**config.mk**
```make
export PLATFORM = sky130hd
export DESIGN_NAME = alu_req_arbiter_flat
export DESIGN_NICKNAME = d
export VERILOG_FILES = /design/src/rtl/alu_req_arbiter_if.sv /design/src/rtl/alu_req_arbiter.sv /design/src/flat_wrapper.sv
export SDC_FILE = /design/constraint.sdc
export NUM_CORES = 1
export LEC_CHECK = 0
export ABC_CLOCK_PERIOD_IN_PS = 1900
export BUFFER_PORTS_ARGS = -buffer_cell sky130_fd_sc_hd__clkbuf_2
export CAP_MARGIN = 20
export CORE_ASPECT_RATIO = 0.9
export CORE_MARGIN = 3
export CORE_UTILIZATION = 39
export DETAILED_ROUTE_END_ITERATION = 10
export GPL_TIMING_DRIVEN = 0
export HOLD_SLACK_MARGIN = 0.08
export PLACE_DENSITY = 0.82
export SYNTH_ARGS = -nofsm -noshare
export SYNTH_HDL_FRONTEND = slang
export SYNTH_SLANG_ARGS = --single-unit
```
**constraint.sdc**
```tcl
create_clock -name CLK -period 1.9 [get_ports CLK]
set_input_delay 0.095 -clock CLK [delete_from_list [all_inputs] [get_ports CLK]]
set_output_delay 0.095 -clock CLK [all_outputs]
set_load 0.02 [all_outputs]
```
**src/rtl/alu_req_arbiter_if.sv**
```systemverilog
// Bundle between two ALU command requesters and the shared execution units.
// REQn: the requester holds VALID with stable A/B/FUN until it sees READY; one
// operation transfers in each cycle where VALID && READY. RSPn: one-cycle VALID
// pulse with DATA, no backpressure. Unit side: one-cycle *_EN, UNIT_VALID completes.
interface alu_req_arbiter_if #(
    parameter int A_WIDTH   = 8,
    parameter int B_WIDTH   = 8,
    parameter int OUT_WIDTH = 16
);
    logic                 REQ0_VALID;
    logic [A_WIDTH-1:0]   REQ0_A;
    logic [B_WIDTH-1:0]   REQ0_B;
    logic [3:0]           REQ0_FUN;
    logic                 REQ0_READY;
    logic                 REQ1_VALID;
    logic [A_WIDTH-1:0]   REQ1_A;
    logic [B_WIDTH-1:0]   REQ1_B;
    logic [3:0]           REQ1_FUN;
    logic                 REQ1_READY;
    logic                 RSP0_VALID;
    logic [OUT_WIDTH-1:0] RSP0_DATA;
    logic                 RSP1_VALID;
    logic [OUT_WIDTH-1:0] RSP1_DATA;
    logic [A_WIDTH-1:0]   ALU_A;
    logic [B_WIDTH-1:0]   ALU_B;
    logic [1:0]           ALU_FUN;
    logic                 ARITH_EN;
    logic                 LOGIC_EN;
    logic                 CMP_EN;
    logic                 SHIFT_EN;
    logic [OUT_WIDTH-1:0] UNIT_OUT;
    logic                 UNIT_VALID;
    logic                 BUSY;
    logic                 ERR;

    modport slave (
        input  REQ0_VALID, REQ0_A, REQ0_B, REQ0_FUN,
        input  REQ1_VALID, REQ1_A, REQ1_B, REQ1_FUN,
        input  UNIT_OUT, UNIT_VALID,
        output REQ0_READY, REQ1_READY,
        output RSP0_VALID, RSP0_DATA, RSP1_VALID, RSP1_DATA,
        output ALU_A, ALU_B, ALU_FUN,
        output ARITH_EN, LOGIC_EN, CMP_EN, SHIFT_EN,
        output BUSY, ERR
    );

    modport master (
        output REQ0_VALID, REQ0_A, REQ0_B, REQ0_FUN,
        output REQ1_VALID, REQ1_A, REQ1_B, REQ1_FUN,
        output UNIT_OUT, UNIT_VALID,
        input  REQ0_READY, REQ1_READY,
        input  RSP0_VALID, RSP0_DATA, RSP1_VALID, RSP1_DATA,
        input  ALU_A, ALU_B, ALU_FUN,
        input  ARITH_EN, LOGIC_EN, CMP_EN, SHIFT_EN,
        input  BUSY, ERR
    );
endinterface

```
**src/rtl/alu_req_arbiter.sv**
```systemverilog
// Round-robin scheduler sharing the ALU units between two requesters (IDLE/ISSUE/WAIT).
// Define ALU_TIMEOUT_EN to force completion with ERR after TIMEOUT silent WAIT cycles.
module alu_req_arbiter #(
    parameter int A_WIDTH   = 8,
    parameter int B_WIDTH   = 8,
    parameter int OUT_WIDTH = 16,
    parameter int TIMEOUT   = 8
) (
    input  logic             CLK,
    input  logic             RST,
    alu_req_arbiter_if.slave bus,
    output logic [1:0]       state_dbg
);
    localparam logic [1:0] IDLE  = 2'd0;
    localparam logic [1:0] ISSUE = 2'd1;
    localparam logic [1:0] WAIT  = 2'd2;

    logic [1:0]           state;
    logic                 last_grant;
    logic                 owner;
    logic                 grant0;
    logic                 grant1;
    logic [A_WIDTH-1:0]   a_q;
    logic [B_WIDTH-1:0]   b_q;
    logic [3:0]           fun_q;
    logic                 expire;
    logic                 done;
    logic [OUT_WIDTH-1:0] result;

    if (TIMEOUT < 1) begin : g_timeout_check
        $error("alu_req_arbiter: TIMEOUT must be at least 1");
    end

    // Contention goes to the port that did not own the previous operation.
    always_comb begin
        grant0 = 1'b0;
        grant1 = 1'b0;
        if (state == IDLE) begin
            if (bus.REQ0_VALID && bus.REQ1_VALID) begin
                grant0 = last_grant;
                grant1 = !last_grant;
            end else begin
                grant0 = bus.REQ0_VALID;
                grant1 = bus.REQ1_VALID;
            end
        end
    end

`ifdef ALU_TIMEOUT_EN
    localparam int CW = $clog2(TIMEOUT + 1);
    logic [CW-1:0] wait_cnt;

    // A UNIT_VALID arriving on the expiry cycle wins over the timeout.
    assign expire = (state == WAIT) && !bus.UNIT_VALID && (wait_cnt == CW'(TIMEOUT - 1));

    always_ff @(posedge CLK or negedge RST) begin
        if (!RST) begin
            wait_cnt <= '0;
        end else if ((state == WAIT) && !bus.UNIT_VALID && !expire) begin
            wait_cnt <= wait_cnt + CW'(1);
        end else begin
            wait_cnt <= '0;
        end
    end
`else
    assign expire = 1'b0;
`endif

    assign done   = (state == WAIT) && (bus.UNIT_VALID || expire);
    assign result = bus.UNIT_VALID ? bus.UNIT_OUT : '0;

    always_ff @(posedge CLK or negedge RST) begin
        if (!RST) begin
            state          <= IDLE;
            last_grant     <= 1'b1;
            owner          <= 1'b0;
            a_q            <= '0;
            b_q            <= '0;
            fun_q          <= '0;
            bus.RSP0_VALID <= 1'b0;
            bus.RSP0_DATA  <= '0;
            bus.RSP1_VALID <= 1'b0;
            bus.RSP1_DATA  <= '0;
            bus.ERR        <= 1'b0;
        end else begin
            bus.RSP0_VALID <= 1'b0;
            bus.RSP1_VALID <= 1'b0;
            bus.ERR        <= 1'b0;
            case (state)
                IDLE: begin
                    if (grant0 || grant1) begin
                        owner <= grant1;
                        a_q   <= grant1 ? bus.REQ1_A   : bus.REQ0_A;
                        b_q   <= grant1 ? bus.REQ1_B   : bus.REQ0_B;
                        fun_q <= grant1 ? bus.REQ1_FUN : bus.REQ0_FUN;
                        state <= ISSUE;
                    end
                end
                ISSUE: state <= WAIT;
                WAIT: begin
                    if (done) begin
                        if (owner) begin
                            bus.RSP1_VALID <= 1'b1;
                            bus.RSP1_DATA  <= result;
                        end else begin
                            bus.RSP0_VALID <= 1'b1;
                            bus.RSP0_DATA  <= result;
                        end
                        bus.ERR    <= expire;
                        last_grant <= owner;
                        state      <= IDLE;
                    end
                end
                default: state <= IDLE;
            endcase
        end
    end

    assign bus.REQ0_READY = grant0;
    assign bus.REQ1_READY = grant1;
    assign bus.ALU_A      = a_q;
    assign bus.ALU_B      = b_q;
    assign bus.ALU_FUN    = fun_q[1:0];
    assign bus.ARITH_EN   = (state == ISSUE) && (fun_q[3:2] == 2'b00);
    assign bus.LOGIC_EN   = (state == ISSUE) && (fun_q[3:2] == 2'b01);
    assign bus.CMP_EN     = (state == ISSUE) && (fun_q[3:2] == 2'b10);
    assign bus.SHIFT_EN   = (state == ISSUE) && (fun_q[3:2] == 2'b11);
    assign bus.BUSY       = (state != IDLE);
    assign state_dbg      = state;
endmodule

```
**src/flat_wrapper.sv**
```systemverilog
// flat-port wrapper written by rule: the top's interface ports become plain ports
module alu_req_arbiter_flat 
#(
    parameter int A_WIDTH   = 8,
    parameter int B_WIDTH   = 8,
    parameter int OUT_WIDTH = 16,
    parameter int TIMEOUT   = 8
)
  (CLK, RST, state_dbg, bus_REQ0_VALID, bus_REQ0_A, bus_REQ0_B, bus_REQ0_FUN, bus_REQ1_VALID, bus_REQ1_A, bus_REQ1_B, bus_REQ1_FUN, bus_UNIT_OUT, bus_UNIT_VALID, bus_REQ0_READY, bus_REQ1_READY, bus_RSP0_VALID, bus_RSP0_DATA, bus_RSP1_VALID, bus_RSP1_DATA, bus_ALU_A, bus_ALU_B, bus_ALU_FUN, bus_ARITH_EN, bus_LOGIC_EN, bus_CMP_EN, bus_SHIFT_EN, bus_BUSY, bus_ERR);
  alu_req_arbiter_if #(.A_WIDTH(A_WIDTH), .B_WIDTH(B_WIDTH), .OUT_WIDTH(OUT_WIDTH)) bus_i ();
  input  logic CLK;
  input  logic RST;
  output logic [1:0] state_dbg;
  input wire logic [$bits(bus_i.REQ0_VALID)-1:0] bus_REQ0_VALID;
  input wire logic [$bits(bus_i.REQ0_A)-1:0] bus_REQ0_A;
  input wire logic [$bits(bus_i.REQ0_B)-1:0] bus_REQ0_B;
  input wire logic [$bits(bus_i.REQ0_FUN)-1:0] bus_REQ0_FUN;
  input wire logic [$bits(bus_i.REQ1_VALID)-1:0] bus_REQ1_VALID;
  input wire logic [$bits(bus_i.REQ1_A)-1:0] bus_REQ1_A;
  input wire logic [$bits(bus_i.REQ1_B)-1:0] bus_REQ1_B;
  input wire logic [$bits(bus_i.REQ1_FUN)-1:0] bus_REQ1_FUN;
  input wire logic [$bits(bus_i.UNIT_OUT)-1:0] bus_UNIT_OUT;
  input wire logic [$bits(bus_i.UNIT_VALID)-1:0] bus_UNIT_VALID;
  output wire logic [$bits(bus_i.REQ0_READY)-1:0] bus_REQ0_READY;
  output wire logic [$bits(bus_i.REQ1_READY)-1:0] bus_REQ1_READY;
  output wire logic [$bits(bus_i.RSP0_VALID)-1:0] bus_RSP0_VALID;
  output wire logic [$bits(bus_i.RSP0_DATA)-1:0] bus_RSP0_DATA;
  output wire logic [$bits(bus_i.RSP1_VALID)-1:0] bus_RSP1_VALID;
  output wire logic [$bits(bus_i.RSP1_DATA)-1:0] bus_RSP1_DATA;
  output wire logic [$bits(bus_i.ALU_A)-1:0] bus_ALU_A;
  output wire logic [$bits(bus_i.ALU_B)-1:0] bus_ALU_B;
  output wire logic [$bits(bus_i.ALU_FUN)-1:0] bus_ALU_FUN;
  output wire logic [$bits(bus_i.ARITH_EN)-1:0] bus_ARITH_EN;
  output wire logic [$bits(bus_i.LOGIC_EN)-1:0] bus_LOGIC_EN;
  output wire logic [$bits(bus_i.CMP_EN)-1:0] bus_CMP_EN;
  output wire logic [$bits(bus_i.SHIFT_EN)-1:0] bus_SHIFT_EN;
  output wire logic [$bits(bus_i.BUSY)-1:0] bus_BUSY;
  output wire logic [$bits(bus_i.ERR)-1:0] bus_ERR;
  assign bus_i.REQ0_VALID = bus_REQ0_VALID;
  assign bus_i.REQ0_A = bus_REQ0_A;
  assign bus_i.REQ0_B = bus_REQ0_B;
  assign bus_i.REQ0_FUN = bus_REQ0_FUN;
  assign bus_i.REQ1_VALID = bus_REQ1_VALID;
  assign bus_i.REQ1_A = bus_REQ1_A;
  assign bus_i.REQ1_B = bus_REQ1_B;
  assign bus_i.REQ1_FUN = bus_REQ1_FUN;
  assign bus_i.UNIT_OUT = bus_UNIT_OUT;
  assign bus_i.UNIT_VALID = bus_UNIT_VALID;
  assign bus_REQ0_READY = bus_i.REQ0_READY;
  assign bus_REQ1_READY = bus_i.REQ1_READY;
  assign bus_RSP0_VALID = bus_i.RSP0_VALID;
  assign bus_RSP0_DATA = bus_i.RSP0_DATA;
  assign bus_RSP1_VALID = bus_i.RSP1_VALID;
  assign bus_RSP1_DATA = bus_i.RSP1_DATA;
  assign bus_ALU_A = bus_i.ALU_A;
  assign bus_ALU_B = bus_i.ALU_B;
  assign bus_ALU_FUN = bus_i.ALU_FUN;
  assign bus_ARITH_EN = bus_i.ARITH_EN;
  assign bus_LOGIC_EN = bus_i.LOGIC_EN;
  assign bus_CMP_EN = bus_i.CMP_EN;
  assign bus_SHIFT_EN = bus_i.SHIFT_EN;
  assign bus_BUSY = bus_i.BUSY;
  assign bus_ERR = bus_i.ERR;
  alu_req_arbiter #(.A_WIDTH(A_WIDTH), .B_WIDTH(B_WIDTH), .OUT_WIDTH(OUT_WIDTH), .TIMEOUT(TIMEOUT)) u_core (.CLK(CLK), .RST(RST), .bus(bus_i), .state_dbg(state_dbg));
endmodule
```
==> run summary, run 1 <==
Status: completed
Tmin final: 1.77 ns
Die Area: 7450 um^2
Hold_ws: 0.103 ns
Initial antenna violation count: 0
GRT Util Overall: 0.199
Max-slew headroom: 0.488
Clock power share: 0.170
FP Rows: 27
Post-CTS Repair Setup Buffers: 0
Fin crit share: 0.930
Synthesis-stage register bit count: 58
DP Area: 3230 um^2
Register area share after synthesis: 0.578
Total power: 6.05 mW
Chip width: 90.6 um
Sw Share: 0.403
RSZ-0062 raised after global routing: false
Clock latency on the worst-skew pair: 0.33 ns
I/O pin cnt: 123
Largest net degree at the start of global routing: 59
Port Buf Inserts: 121
Max Cap Viol: 0
DRT Pass-1 Iters: 4
Achievable Freq: 566 MHz
Fin Clk Skew: 0.00594 ns
Distinct cells, synth: 26
Type of origin of the critical path: flip-flop
Initial DRC Count: 82
Ant. Diodes: 0
Setup TNS: 0 ns
Sw Pwr: 2.44 mW
Leak pwr: 2.12 nW
Sink Count: 58
Clock Root Buffer: clkbuf_8
First-pass GRT wire length: 11,400 um
Worst-Margin Slew: 0.768 ns
Worst endpoint required time: 2.16 ns
Final Hold Viols: 0
Place WS: 0.270 ns
CP Capture Type: flip-flop
Max clock buf depth: 2
TritonCTS clock tree: built
Drt via density: 4.67
Mean area per synthesized cell: 12.1 um^2
Fin area: 3990 um^2
Drt total wl: 7130 um
HP Class: primary input to flip-flop
WL/cell: 14.6 um
GRT Residual Overflow: 0
Combinational Power Share: 0.460
Die Ht: 82.2 um
Remaining DRCs: 0
Initial Util: 0.407
Critical-path cell list: nor2_2 > nand3_1 > buf_2 > o221ai_1 > dlygate4sd3_1
Worst Path Max Fanout: 10
Proportion of power drawn by flip-flops and latches: 0.370
PwrDens: 1520 nW/um^2
Number of global-route vias before repair: 2,344
Critical path class: flip-flop to flip-flop
Internal power: 3.61 mW
Largest delay share family, worst path: buffers and inverters
DR vias: 2,282
Slowest cell on the critical path: dlygate4sd3_1
WP buf/inv: 2
CP peak stage delay: 0.57 ns
Area growth syn-to-layout: 58.7%
NumNets Final: 458
CTS Buf Count: 9
Final WS setup: 0.132 ns
Layout cells sized above 1: 0.433
VDD IR max: 0.000813 V
Hpwl dp: 4250 um
Final slew viol count: 0
Gpl congestion: 0.807
Syn Nets: 269
Final setup violation count: 0
Critical path arrival: 2.03 ns
Synthesized cell area: 2510 um^2
Cell count after synthesis: 208
YS warnings: 0
CTS H-tree lvls: 3
Core Area: 6180 um^2
DRT antenna net count: 0
Clk pin slew, worst setup/hold paths: 0.06 ns
==> tightest hold or removal path, cell delays in order <==
cell	delay (ns)
clkbuf_2	0.09
inv_1	0.04
o221ai_1	0.14
==> repair_timing <==
action,CTS,global route
hold buffers,57,0
resized for setup,0,3
setup endpoints to repair,0,2
hold endpoints to repair,110,0
==> flip-flops by register name, indices dropped and copies added (netlist names) <==
signal	flops
u_core.last_grant	1
u_core.state_dbg	2
u_core.bus.RSP1_DATA	16
u_core.owner	1
u_core.bus.RSP0_DATA	16
u_core.bus.RSP1_VALID	1
u_core.bus.ALU_A	8
u_core.bus.ALU_B	8
u_core.bus.RSP0_VALID	1
u_core.fun_q	4
==> cell families (layout without fill, tap and decap cells) <==
logic type,Yosys count,after routing,share of synthesized area
buf+inv,57,251,0.0985
other cells,1,1,0.00149
compound gates,42,42,0.114
flops,58,58,0.578
simple gates,18,18,0.0512
mux,32,32,0.157
==> per-layer routing <==
layer	vias up	routed length [um]	global-route usage
met5	-	0	0
met3	17	442	0.0571
li1	1076	-	-
met2	96	3770	0.364
met1	1093	2750	0.220
met4	0	172	0.0872
==> path summary, 6_finish.rpt <==
kind	start	endpoint	slack (ns)	cells past startpoint
setup / recovery	u_core.state_dbg[1]	u_core.bus.ALU_B[7]	0.13	5
hold / removal	bus_REQ1_B[5]	u_core.bus.ALU_B[5]	0.10	3
setup reg to reg	u_core.state_dbg[1]	u_core.bus.ALU_B[7]	0.13	5
hold reg to reg	u_core.last_grant	u_core.last_grant	0.47	2
max in group asynchronous	RST	u_core.state_dbg[1]	0.93	2
min in group asynchronous	RST	u_core.bus.ALU_B[3]	0.44	2
==> final cells by class <==
class	instances	area [um^2]
Buffer	13	82.6
Clock buffer	14	173
Clock inverter	2	10.0
Inverter	44	165
Sequential cell	58	1460
Timing Repair Buffer	178	1180
Multi-Input combinational cell	93	817
Fill cell	485	2190
Tap cell	87	109
==> power by group through the flow <==
stage | logic (mW) | clock network (mW) | registers, mW
after floorplan | 1.09 | 0 | 2.84
after global placement | 2.61 | 0 | 2.20
after detailed placement | 2.67 | 0 | 2.23
after CTS | 2.78 | 1.06 | 2.22
after global routing | 3.00 | 1.11 | 2.31
final | 2.78 | 1.03 | 2.24
==> Yosys cell counts, drive strengths merged <==
library cell | count | share of area
nand2 | 3 | 0.0045
or2b | 1 | 0.0030
and4b | 1 | 0.0040
dfstp | 1 | 0.010
dfrtp | 57 | 0.57
mux2 | 32 | 0.16
conb | 1 | 0.0015
nand3 | 2 | 0.0040
o21ai | 21 | 0.042
o221ai | 20 | 0.070
clkbuf | 5 | 0.0075
buf | 8 | 0.025
nor3 | 1 | 0.0020
nand4b | 1 | 0.0095
nand2b | 2 | 0.0050
nand3b | 1 | 0.0045
nor2 | 4 | 0.0090
inv | 44 | 0.066
nor3b | 2 | 0.0060
o21a | 1 | 0.0030
==> metrics by stage <==
step                std cells   util
finish                    489  0.645
global route              489  0.645
CTS                       489  0.645
detailed placement        416  0.523
global placement          416  0.522
floorplan                 208      -
==> cells in the final DEF (no fill, tap or decap), drive strengths merged <==
master	n
nand3b	1
o221ai	20
clkinv	2
clkbuf	140
nand4b	1
dfrtp	57
nand3	2
dfstp	1
dlygate4sd3	57
nor3	1
mux2	32
nor3b	2
o21a	1
nor2	4
conb	1
buf	8
nand2	3
and4b	1
inv	44
nand2b	2
or2b	1
o21ai	21
Note: power is estimated with default switching activity, not from simulation.
==> run 2: changes to the inputs <==
--- a/config.mk
+++ b/config.mk
@@ -6,15 +6,15 @@
 export NUM_CORES = 1
 export LEC_CHECK = 0
 export ABC_CLOCK_PERIOD_IN_PS = 1900
-export BUFFER_PORTS_ARGS = -buffer_cell sky130_fd_sc_hd__clkbuf_2
 export CAP_MARGIN = 20
 export CORE_ASPECT_RATIO = 0.9
 export CORE_MARGIN = 3
 export CORE_UTILIZATION = 39
 export DETAILED_ROUTE_END_ITERATION = 10
+export DONT_BUFFER_PORTS = 1
 export GPL_TIMING_DRIVEN = 0
 export HOLD_SLACK_MARGIN = 0.08
-export PLACE_DENSITY = 0.82
+export PLACE_DENSITY = 0.65
 export SYNTH_ARGS = -nofsm -noshare
 export SYNTH_HDL_FRONTEND = slang
 export SYNTH_SLANG_ARGS = --single-unit
==> run summary, run 2 (synthesis gave the netlist of run 1 again) <==
DRT Pass-1 Iters: 4 (unchanged)
Leak pwr: 1.63 nW (-23%)
Fin Clk Skew: 0.00451 ns (-0.00142 ns)
CP Capture Type: output port
Hpwl dp: 3850 um (-9.3%)
Clock Root Buffer: clkbuf_8
Worst-case reg-to-reg path depth: 4 (-1)
Max Cap Viol: 0 (unchanged)
Fin crit share: 0.963 (+0.0324)
Final Hold Viols: 0 (unchanged)
Port Buf Inserts: 0 (-100%)
Drt via density: 4.97 (+6.4%)
Initial Util: 0.407 (unchanged)
Clock latency on the worst-skew pair: 0.32 ns (about the same)
CTS Buf Count: 9 (unchanged)
I/O pin cnt: 123 (unchanged)
Worst Path Max Fanout: 7 (-3)
Achievable Freq: 547 MHz (-3.4%)
Max-slew headroom: 0.519 (+0.0309)
GR peak layer: met2
First-pass GRT wire length: 9780 um (-14%)
Worst-Margin Slew: 0.720 ns (-0.0479 ns)
Total power: 5.33 mW (-12%)
Final setup violation count: 0 (unchanged)
PwrDens: 1560 nW/um^2 (+3.1%)
FP Rows: 27 (unchanged)
Sink Count: 58 (unchanged)
Tmin final: 1.83 ns (+0.0616 ns)
Status: completed
Die Area: 7450 um^2 (unchanged)
Largest net degree at the start of global routing: 59 (unchanged)
GRT Residual Overflow: 0 (unchanged)
Hold Path Cell Cnt: 3 (unchanged)
Core Area: 6180 um^2 (unchanged)
Critical path arrival: 1.73 ns (-0.30 ns)
Drt total wl: 6200 um (-13%)
Largest registers: u_core.bus.RSP0_DATA: 16 flops, u_core.bus.RSP1_DATA: 16 flops
Most frequent cells in the layout: dlygate4sd3_1 (59), dfrtp_1 (56), inv_1 (44)
Initial DRC Count: 76 (-7.3%)
Chip width: 90.6 um (unchanged)
Hold_ws: 0.107 ns (+0.00378 ns)
Worst endpoint required time: 1.80 ns (-0.36 ns)
Critical path class: flip-flop to output port
Clk pin slew, worst setup/hold paths: 0.06 ns (about the same)
Grt met1 use: 0.206 (-0.0141)
Final slew viol count: 0 (unchanged)
GR Layer Usage met2: 0.280 (-0.0844)
Ant. Diodes: 0 (unchanged)
DR vias: 1,833 (-20%)
WL/cell: 16.8 um (+15%)
DRT antenna net count: 0 (unchanged)
Remaining DRCs: 0 (unchanged)
VDD IR max: 0.000841 V (+3.4%)
Type of origin of the critical path: flip-flop
Fin area: 3410 um^2 (-15%)
Most common cell after layout, fill and taps aside: dlygate4sd3_1
Max clock buf depth: 2 (unchanged)
Finished Layout Cells: 369 (-25%)
Number of global-route vias before repair: 1,894 (-19%)
Initial antenna violation count: 0 (unchanged)
Die Ht: 82.2 um (unchanged)
NumNets Final: 340 (-26%)
GRT Util Overall: 0.171 (-0.0279)
Area growth syn-to-layout: 35.6%
Grt met3 use: 0.0634 (+0.00634)
Gpl congestion: 0.736 (-8.8%)
Layout cells sized above 1: 0.195 (-0.238)
DP Area: 2620 um^2 (-19%)
TritonCTS clock tree: built
HP Class: primary input to flip-flop
CTS H-tree lvls: 3 (unchanged)
Placed insts: 295 (-29%)
Layout Utilization: 0.552 (-0.0939)
run 2: cell count changes in the layout (fill, tap and decap cells not counted), sizes merged:
| cell | delta |
|---|---|
| buf | +1 |
| clkbuf | -125 |
| clkinv | +2 |
| dlygate4sd3 | +2 |
run 2: through the flow:
step | worst slack (ns) | setup TNS, ns
after floorplan | 0.348 | 0
after global placement | 0.153 | 0
after detailed placement | 0.138 | 0
after CTS | 0.00221 | 0
after global routing | -0.00797 | -0.00797
final | 0.0706 | 0
run 2: critical path: stages, from the launching register on:
cell and delay [ns]:
dfrtp_1 0.58, nand2b_1 0.20, nor3b_1 0.63
run 2: cell type report:
class,instances,area (um^2)
clock inverter,4,20.0
clock buffer,10,138
tap,87,109
multi-input combinational,93,822
buffer,13,83.8
timing repair buffer,60,618
sequential,58,1450
inverter,44,165
fill,527,2770
run 2: timing repair:
item | 4_1_cts | 5_1_grt
gates resized for setup | 0 | 5
buffers inserted | 0 | 0
hold buffers | 60 | 0
endpoints found under the hold margin | 112 | 0
endpoints found under the setup margin | 0 | 13
run 2: routing by layer:
| layer | part of all wire | wire (um) | up-vias |
|---|---|---|---|
| li1 | - | - | 841 |
| met1 | 0.41 | 2560 | 901 |
| met2 | 0.50 | 3080 | 79 |
| met3 | 0.073 | 454 | 12 |
| met4 | 0.017 | 104 | 0 |
| met5 | 0 | 0 | - |
run 2: where the power goes:
part	leakage (nW)	total [mW]	switching, mW	internal (mW)
registers	0.706	2.98	1.13	1.84
clock network	0.0875	0.925	0.441	0.484
logic	0.831	1.42	0.671	0.752
run 2: path summary, 6_finish.rpt:
check	start	end	slack, ns
max	u_core.state_dbg[0]	bus_CMP_EN	0.07
min	bus_REQ0_VALID	u_core.bus.ALU_B[5]	0.11
max reg2reg	u_core.state_dbg[0]	u_core.bus.RSP0_DATA[5]	0.14
min reg2reg	u_core.last_grant	u_core.last_grant	0.47
max in group asynchronous	RST	u_core.last_grant	1.25
min in group asynchronous	RST	u_core.bus.RSP1_DATA[14]	0.35
==> run 3: changes to the inputs <==
--- a/config.mk
+++ b/config.mk
@@ -5,7 +5,7 @@
 export SDC_FILE = /design/constraint.sdc
 export NUM_CORES = 1
 export LEC_CHECK = 0
-export ABC_CLOCK_PERIOD_IN_PS = 1900
+export ABC_CLOCK_PERIOD_IN_PS = 1800
 export CAP_MARGIN = 20
 export CORE_ASPECT_RATIO = 0.9
 export CORE_MARGIN = 3
==> constraint.sdc (replaced) <==
create_clock -name CLK -period 1.8 [get_ports CLK]
set_input_delay 0.09 -clock CLK [delete_from_list [all_inputs] [get_ports CLK]]
set_output_delay 0.09 -clock CLK [all_outputs]
set_load 0.02 [all_outputs]
==> run summary, run 3 (synthesis gave the netlist of run 1 again) <==
Largest net degree at the start of global routing: 59 (unchanged)
HP Class: primary input to flip-flop
Worst endpoint required time: 1.71 ns (-0.09 ns)
Type of origin of the critical path: flip-flop
Core Area: 6180 um^2 (unchanged)
I/O pin cnt: 123 (unchanged)
Leak pwr: 1.64 nW (+0.75%)
Critical path arrival: 1.56 ns (-0.17 ns)
Internal power: 3.27 mW (+6.1%)
DR vias: 1,844 (+0.60%)
DRT antenna net count: 0 (unchanged)
PwrDens: 1650 nW/um^2 (+5.4%)
Critical path class: flip-flop to output port
Initial DRC Count: 62 (-18%)
Drt total wl: 6270 um (+1.0%)
NumNets Final: 342 (+0.59%)
Finished Layout Cells: 371 (+0.54%)
Highest routed layer: met4
Clock Root Buffer: clkbuf_8
Port Buf Inserts: 0 (unchanged)
Sink Count: 58 (unchanged)
Initial antenna violation count: 0 (unchanged)
Max clock buf depth: 2 (unchanged)
Proportion of power drawn by flip-flops and latches: 0.558 (about the same)
Clk pin slew, worst setup/hold paths: 0.06 ns (about the same)
Ant. Diodes: 0 (unchanged)
Clock power share: 0.172 (-0.002)
Most frequent cells in the layout: dlygate4sd3_1 (59), dfrtp_1 (55), inv_1 (44)
Final setup violation count: 0 (unchanged)
Layout cells sized above 1: 0.211 (+0.0162)
Max-slew headroom: 0.663 (+0.144)
WL/cell: 16.9 um (+0.49%)
Met1 WL: 2550 um (-0.51%)
Status: completed
Area growth syn-to-layout: 36.6%
Sw Pwr: 2.39 mW (+6.4%)
Clock latency on the worst-skew pair: 0.32 ns (about the same)
Final Hold Viols: 0 (unchanged)
TritonCTS clock tree: built
Initial Util: 0.407 (unchanged)
Tmin final: 1.65 ns
DR WL met2: 3160 um (+2.4%)
Most common cell after layout, fill and taps aside: dlygate4sd3_1
First-pass GRT wire length: 9840 um (+0.63%)
Largest registers: u_core.bus.RSP0_DATA: 16 flops, u_core.bus.RSP1_DATA: 16 flops
Achievable Freq: 606 MHz
Combinational Power Share: 0.270 (+0.003)
Setup TNS: 0 ns (unchanged)
Chip width: 90.6 um (unchanged)
Fin Clk Skew: 0.00350 ns (-0.00101 ns)
GRT Residual Overflow: 0 (unchanged)
GRT Util Overall: 0.173 (+0.00140)
WL met3: 456 um (+0.44%)
Remaining DRCs: 0 (unchanged)
Die Ht: 82.2 um (unchanged)
Worst-Margin Slew: 0.505 ns (-0.215 ns)
Hpwl dp: 3850 um (unchanged)
Layout Utilization: 0.556 (+0.00425)
Die Area: 7450 um^2 (unchanged)
Sw Share: 0.422 (+0.000770)
FP Rows: 27 (unchanged)
CTS Buf Count: 9 (unchanged)
Number of global-route vias before repair: 1,889 (-0.26%)
Max Cap Viol: 0 (unchanged)
VDD IR max: 0.000888 V (+5.6%)
Placed insts: 295 (unchanged)
Fin crit share: 0.917
CP Capture Type: output port
Drt via density: 4.97 (about the same)
Worst Path Max Fanout: 10 (+3)
RSZ-0062 raised after global routing: false
Gpl congestion: 0.736 (unchanged)
CTS H-tree lvls: 3 (unchanged)
Final slew viol count: 0 (unchanged)
DRT Pass-1 Iters: 4 (unchanged)
run 3: power by group through the flow:
stage	Sequential [mW]	Clock, mW	Combinational (mW)
after floorplan	3.00	0	1.15
after global placement	3.14	0	1.30
after detailed placement	3.16	0	1.35
after CTS	3.16	1.02	1.51
after global routing	3.24	1.09	1.68
final	3.16	0.975	1.52
run 3: what timing repair did:
item                                    CTS  global route
endpoints found under the hold margin   112             0
pin swaps                                 0             1
gates resized for setup                   5             2
buffers inserted                          0             2
hold buffers                             60             0
endpoints found under the setup margin    5            13
run 3: cell type report:
type                            count  area, um^2
Buffer                             13        83.8
Clock buffer                       10         138
Tap cell                           87         109
Fill cell                         525        2750
Sequential cell                    58        1460
Inverter                           44         165
Clock inverter                      4        20.0
Multi-Input combinational cell     93         832
Timing Repair Buffer               62         633
run 3: worst paths after layout:
check / end / start / depth (start not counted) / slack (ns)
setup / recovery: bus_REQ0_READY / u_core.state_dbg[0] / 4 / 0.15
hold / removal: u_core.bus.ALU_B[5] / bus_REQ0_VALID / 3 / 0.10
setup reg to reg: u_core.bus.RSP0_DATA[13] / u_core.state_dbg[0] / 4 / 0.25
hold reg to reg: u_core.last_grant / u_core.last_grant / 2 / 0.47
max in group asynchronous: u_core.last_grant / RST / 2 / 1.17
min in group asynchronous: u_core.bus.RSP1_DATA[14] / RST / 2 / 0.33
run 3: critical path, stage by stage, from the launching register on:
cell and delay [ns]:
dfrtp_2 0.49, nor2_2 0.18, nand3_1 0.16, buf_2 0.23, inv_1 0.17
run 3: routing by layer:
metal  vias to the layer above  track usage
li1                        845            -
met5                         -            0
met3                        12       0.0616
met4                         0       0.0749
met2                        81        0.283
met1                       906        0.208
run 3: through the flow:
step	cell area, um^2	setup slack, ns	total power [mW]	hold slack, ns
after floorplan	2510	0.248	4.15	-0.206
after global placement	2620	0.0528	4.45	-0.204
after detailed placement	2620	0.0376	4.52	-0.204
after CTS	3420	0.0209	5.69	0.0865
after global routing	3440	0.0214	6.00	0.118
final	3440	0.150	5.66	0.103
